[config.mk]
export PLATFORM = sky130hd
export DESIGN_NAME = div_seq_flat
export DESIGN_NICKNAME = d
export VERILOG_FILES = /design/src/rtl/div_seq_pkg.sv /design/src/rtl/div_seq_if.sv /design/src/rtl/div_seq.sv /design/src/flat_wrapper.sv
export SDC_FILE = /design/constraint.sdc
export NUM_CORES = 1
export LEC_CHECK = 0
export ABC_AREA = 1
export BUFFER_PORTS_ARGS = -buffer_cell sky130_fd_sc_hd__buf_2
export CORE_MARGIN = 5
export CORE_UTILIZATION = 56
export CTS_BUF_LIST = sky130_fd_sc_hd__clkbuf_8
export DETAILED_ROUTE_END_ITERATION = 10
export PLACE_DENSITY = 0.79
export RECOVER_POWER = 25
export SLEW_MARGIN = 20
export SYNTH_ARGS = -nofsm -noshare
export SYNTH_HDL_FRONTEND = slang
export SYNTH_SLANG_ARGS = --single-unit
[constraint.sdc]
create_clock -name clk -period 3.75 [get_ports clk]
set_input_delay 0 -clock clk [delete_from_list [all_inputs] [get_ports clk]]
set_output_delay 0 -clock clk [all_outputs]
set_load 0.1 [all_outputs]
[src/rtl/div_seq_pkg.sv]
// div_seq shared defines: divider FSM state codes and result strobe levels.
// Imported by the divider and its bundle interface.
package div_seq_pkg;

    typedef enum logic [1:0] {
        DIV_IDLE = 2'b00,
        DIV_ZERO = 2'b01,
        DIV_ON   = 2'b10,
        DIV_END  = 2'b11
    } div_state_e;

    localparam logic DIV_RESULT_READY     = 1'b1;
    localparam logic DIV_RESULT_NOT_READY = 1'b0;

endpackage

[src/rtl/div_seq_if.sv]
// EX-stage divider bundle: operands and controls from the pipeline,
// {remainder, quotient}, the ready strobe and the stall request back.
interface div_seq_if #(
    parameter int WIDTH = 32
);
    logic [WIDTH-1:0]   a;
    logic [WIDTH-1:0]   b;
    logic               signed_div;
    logic               start;
    logic               annul;
    logic [2*WIDTH-1:0] result;
    logic               ready;
    logic               stall;

    modport master (
        output a, b, signed_div, start, annul,
        input  result, ready, stall
    );

    modport slave (
        input  a, b, signed_div, start, annul,
        output result, ready, stall
    );
endinterface

[src/rtl/div_seq.sv]
// Multi-cycle radix-2 restoring divider for DIV/DIVU in EX.
// Produces {remainder, quotient} for the HI/LO write path.
module div_seq
    import div_seq_pkg::*;
#(
    parameter int WIDTH = 32
) (
    input  logic       clk,
    input  logic       rst,
    div_seq_if.slave   bus
);

    localparam int W  = WIDTH;
    localparam int CW = $clog2(W);
    localparam logic [CW-1:0] LAST = CW'(W - 1);

    div_state_e    state;
    logic [CW-1:0] cnt;
    logic [W-1:0]  dvd;
    logic [W-1:0]  dvs;
    logic [W-1:0]  rem;
    logic          qneg;
    logic          rneg;

    logic [W:0]    trial;
    logic [W-1:0]  nrem;
    logic [W-1:0]  nq;

    function automatic logic [W-1:0] neg_abs(
        input logic [W-1:0] x,
        input logic         n
    );
        return n ? -x : x;
    endfunction

    // The dividend register doubles as the quotient: each step shifts
    // one dividend bit out of the top and one quotient bit in at the bottom.
    always_comb begin
        trial = {rem, dvd[W-1]} - {1'b0, dvs};
        nrem  = {rem[W-2:0], dvd[W-1]};
        nq    = {dvd[W-2:0], 1'b0};
        if (!trial[W]) begin
            nrem = trial[W-1:0];
            nq   = {dvd[W-2:0], 1'b1};
        end
    end

    assign bus.stall = (state == DIV_ON) ||
                       (state == DIV_ZERO) ||
                       ((state == DIV_IDLE) && bus.start && !bus.annul);

    always_ff @(posedge clk) begin
        if (rst) begin
            state      <= DIV_IDLE;
            bus.result <= '0;
            bus.ready  <= DIV_RESULT_NOT_READY;
            cnt        <= '0;
            dvd        <= '0;
            dvs        <= '0;
            rem        <= '0;
            qneg       <= 1'b0;
            rneg       <= 1'b0;
        end else begin
            bus.ready <= DIV_RESULT_NOT_READY;
            unique case (state)
                DIV_IDLE: begin
                    if (bus.start && !bus.annul) begin
                        dvd  <= neg_abs(bus.a, bus.signed_div & bus.a[W-1]);
                        dvs  <= neg_abs(bus.b, bus.signed_div & bus.b[W-1]);
                        rem  <= '0;
                        cnt  <= '0;
                        qneg <= bus.signed_div & (bus.a[W-1] ^ bus.b[W-1]);
                        rneg <= bus.signed_div & bus.a[W-1];
                        state <= (bus.b == '0) ? DIV_ZERO : DIV_ON;
                    end
                end
                DIV_ZERO: begin
                    if (bus.annul) begin
                        state <= DIV_IDLE;
                    end else begin
                        bus.result <= '0;
                        bus.ready  <= DIV_RESULT_READY;
                        state      <= DIV_END;
                    end
                end
                DIV_ON: begin
                    if (bus.annul) begin
                        state <= DIV_IDLE;
                    end else begin
                        rem <= nrem;
                        dvd <= nq;
                        cnt <= cnt + CW'(1);
                        if (cnt == LAST) begin
                            bus.result <= {neg_abs(nrem, rneg),
                                           neg_abs(nq, qneg)};
                            bus.ready  <= DIV_RESULT_READY;
                            state      <= DIV_END;
                        end
                    end
                end
                DIV_END: begin
                    state <= DIV_IDLE;
                end
                default: begin
                    state <= DIV_IDLE;
                end
            endcase
        end
    end

endmodule

[src/flat_wrapper.sv]
// flat-port wrapper written by rule: the top's interface ports become plain ports
module div_seq_flat import div_seq_pkg::*;
#(
    parameter int WIDTH = 32
)
  (clk, rst, bus_a, bus_b, bus_signed_div, bus_start, bus_annul, bus_result, bus_ready, bus_stall);
  div_seq_if #(.WIDTH(WIDTH)) bus_i ();
  input  logic clk;
  input  logic rst;
  input wire logic [$bits(bus_i.a)-1:0] bus_a;
  input wire logic [$bits(bus_i.b)-1:0] bus_b;
  input wire logic [$bits(bus_i.signed_div)-1:0] bus_signed_div;
  input wire logic [$bits(bus_i.start)-1:0] bus_start;
  input wire logic [$bits(bus_i.annul)-1:0] bus_annul;
  output wire logic [$bits(bus_i.result)-1:0] bus_result;
  output wire logic [$bits(bus_i.ready)-1:0] bus_ready;
  output wire logic [$bits(bus_i.stall)-1:0] bus_stall;
  assign bus_i.a = bus_a;
  assign bus_i.b = bus_b;
  assign bus_i.signed_div = bus_signed_div;
  assign bus_i.start = bus_start;
  assign bus_i.annul = bus_annul;
  assign bus_result = bus_i.result;
  assign bus_ready = bus_i.ready;
  assign bus_stall = bus_i.stall;
  div_seq #(.WIDTH(WIDTH)) u_core (.clk(clk), .rst(rst), .bus(bus_i));
endmodule
==> impl_results.md <==
* Outcome: complete, no violations
* CTS tree: yes
* Worst slew pin tran at 1.18 ns
* Adder-cell share of the synthesized area at 4.15%
* Share of cells above drive strength 1 at 12.8%
* Final Wtd Congestion at 0.954
* Slew Limit Headroom at ~21%
* Worst Hold Class: in2reg
* Post-synthesis xor/xnor area fraction at around 4.2%
* Wire length per cell at 15.8 um
* CP Launch Type: flop
* Worst hold start: bus_a[10]
* Main combinational cell family by area after synthesis: simple AND/OR/NAND/NOR gates
* Most frequent cells in the layout: 637 x nand2_1, 273 x inv_1, 184 x a21oi_1
* Count of final max-slew check failures at 0
* Die Area at 26100 sq um
* P per Cell Area at between 500 and 600 nW/um^2
* Synth Area in Simple Gates at approximately 37%
* Final Hold Viols at 0
* DRC Markers at 0
* Total core area at about 23000 sq um
* Net Count, Synth at 2244
* Fmax achieved at 278 MHz
* Antenna-violating nets left at 0
* R2R depth at 25
* CTS Buf Count at 17
* Reg2reg setup slack at 0.16 ns
* Clock buffer depth at 2
* Synthesized instance count at 2133
* Leakage at 7.34 nW
* Core Util, Final at 67.6%
* Max-cap violations at 0
* Setup violations, final at 0
* Maximum VDD drop at 0.000724 V
* Starting density of the core at between 50% and 60%
* Die X-Extent at between 150 and 200 um
* Crit path time final at 3.59 ns
* Vias in the first global route at approximately 13000
* Yosys warns at 0
* Vias/cell at between 5 and 6
* Worst EP required at a little over 4 ns
* CTS sink count at 170
* Layout area overhead at 19.1%
* Crit share post-route at 95.8%
* Hold slack at 0.0338 ns
* Port bufs at approximately 130
* Largest net degree at the start of global routing at 111
* Number of synthesized flops with an enable pin at 0
* CP Max Fanout at 4
* R2r startpoint: u_core.dvs[7]
* Post-synthesis compound-gate area fraction at between 15 and 20%
* Global-route wire length before repair at 65700 um
* Crit path DAT at 3.92 ns
* Crit. End Element: flop
* Drt pass-1 iters at 6
* HPWL after detailed placement at 30300 um
* Seq/Total Area, Yosys at 26.5%
* CP max-delay cell: dfxtp_1
* DP Area at 14000 sq um
* Seq cells post-synth at 170
* Mapped Area at 12900 sq um
* Main synth FF type: dfxtp_1
* Crit-path max cell delay at 0.36 ns
* DP Worst Slack at -0.0329 ns
* Via count at between 10000 and 15000
* Cell mode on critical path: nand2_4
* Hold Path Cell Cnt at 5
* GRT Util Overall at 30.7%
* Initial antenna violation count at 0
* Hold path endpoint: u_core.dvd[10]
* Clock-pin slew on the worst setup and hold paths at roughly 0.11 ns
* DRT Wirelength at 41500 um
* Max Clock Skew at 0.0303 ns
* Die height at 161 um
* Nets at 2437
* Clk_lat worst skew at around 0.49 ns
* CP Class: reg2reg
* Post-synthesis cell type count at just under 50
* Synth async-reset ratio at 0%
* Reg2reg end: u_core.bus.result[24]
* Global route overflow at 0
* # diodes at 0
* H-tree depth at 4
* Starting DRT DRC Count at 1481
* Syn avg cell area at 6.03 sq um
* Top Ports at ~140
* Commonest non-fill, non-tap cell in the layout: nand2_1
* Setup ws final at 0.159 ns
* Post-synthesis mux area share at 0%
* Clk root buf: clkbuf_8
* Rows at 55
* Overall power at 7.88 mW
* Final instance area at 15300 sq um
-- how the worst max path moves through the flow --
| stage | start | endpoint | slack, ns |
|---|---|---|---|
| finish | u_core.dvs[7] | u_core.bus.result[24] | 0.16 |
| detailed placement | u_core.rem[20] | u_core.bus.result[30] | -0.03 |
| global route | u_core.rem[14] | u_core.bus.result[30] | -0.08 |
| CTS | u_core.dvs[29] | u_core.bus.result[24] | 0.01 |
| floorplan | u_core.dvd[31] | u_core.bus.result[24] | -0.09 |
| global placement | u_core.dvs[29] | u_core.bus.result[30] | 0.08 |
-- area by class of cell --
class | count | area [sq um]
clock inverter | 15 | 188
timing repair buffer | 254 | 1680
inverter | 284 | 1070
fill | 2040 | 7330
sequential | 170 | 3420
clock buffer | 17 | 234
tap | 285 | 357
multi-input combinational | 1599 | 8370
-- power by group --
part | total, mW | internal [mW] | switching [mW]
logic | 4.21 | 1.40 | 2.80
clock network | 1.40 | 0.521 | 0.881
registers | 2.27 | 2.02 | 0.249
total | 7.88 | 3.94 | 3.93
-- layer usage --
layer | up-vias | global-route usage (%) | part of all wire [%]
met3 | 45 | 6.51 | 12
met5 | - | 0 | 0
met2 | 729 | 43.2 | 40
met4 | 0 | 5.74 | 1.5
met1 | 6423 | 48.2 | 47
li1 | 7235 | - | -
-- synthesized netlist by cell type, types with 2 or more instances --
cell type / n / area share (%)
a21boi_0: 18 / 1.1
a21oi_1: 187 / 7.3
a21oi_2: 5 / 0.34
a21oi_4: 2 / 0.25
a221oi_1: 3 / 0.20
a31oi_1: 7 / 0.34
and2_1: 3 / 0.15
buf_1: 8 / 0.23
buf_2: 3 / 0.12
buf_4: 3 / 0.18
buf_6: 7 / 0.61
clkbuf_1: 58 / 1.7
clkinv_1: 3 / 0.088
dfxtp_1: 170 / 26
ha_1: 41 / 4.0
inv_1: 275 / 8.0
inv_2: 6 / 0.18
nand2_1: 646 / 19
nand2_2: 26 / 1.3
nand2_4: 5 / 0.44
nand3_1: 145 / 5.6
nand3_2: 7 / 0.55
nand3b_1: 10 / 0.58
nand4_1: 21 / 1.0
nor2_1: 159 / 4.6
nor2_2: 9 / 0.44
nor2_4: 3 / 0.26
nor3_1: 28 / 1.1
nor3_4: 2 / 0.25
nor4_1: 13 / 0.63
o211ai_1: 9 / 0.53
o21ai_0: 147 / 5.7
o21ai_1: 10 / 0.39
o21bai_1: 4 / 0.23
o221ai_1: 6 / 0.41
o22ai_1: 2 / 0.097
o31ai_1: 4 / 0.23
or2_1: 2 / 0.097
or2_2: 6 / 0.29
xnor2_1: 23 / 1.6
xor2_1: 39 / 2.7
-- flip-flops by register name, indices dropped and copies added, names as in the netlist --
name / flops
u_core.dvd: 32
u_core.cnt: 5
u_core.qneg: 1
u_core.bus.result: 64
u_core.rem: 32
u_core.state: 2
u_core.dvs: 32
u_core.rneg: 1
u_core.bus.ready: 1
-- cell families (layout without fill, tap and decap cells) --
group | Yosys count | count (layout)
AOI/OAI and AO/OA | 407 | 407
adders and majority gates | 42 | 42
and+or+nand+nor | 1088 | 1088
xor gates and xnor gates | 62 | 62
DFF | 170 | 170
buffers and inverters | 364 | 570
-- metrics by stage --
stage / TNS, ns / std cells
final: 0 / 2624
after global routing: -0.134 / 2624
after CTS: 0 / 2620
after detailed placement: -0.0631 / 2524
after global placement: 0 / 2524
after floorplan: -0.166 / 2133
-- critical path: cells and delay by family (launching register included) --
kind | cells | cell delay [ns]
compound gates | 2 | 0.18
fa+ha+maj | 2 | 0.49
buf+inv | 2 | 0.18
flops | 1 | 0.36
simple gates | 19 | 2.24
-- timing repair --
| action | CTS | global route |
|---|---|---|
| hold buffers | 62 | 0 |
| endpoints found under the hold margin | 67 | 0 |
| buffers inserted | 2 | 4 |
| gates resized for setup | 0 | 54 |
| pin swaps | 2 | 14 |
| setup endpoints to repair | 3 | 29 |
Note: power is estimated with default switching activity, not from simulation.
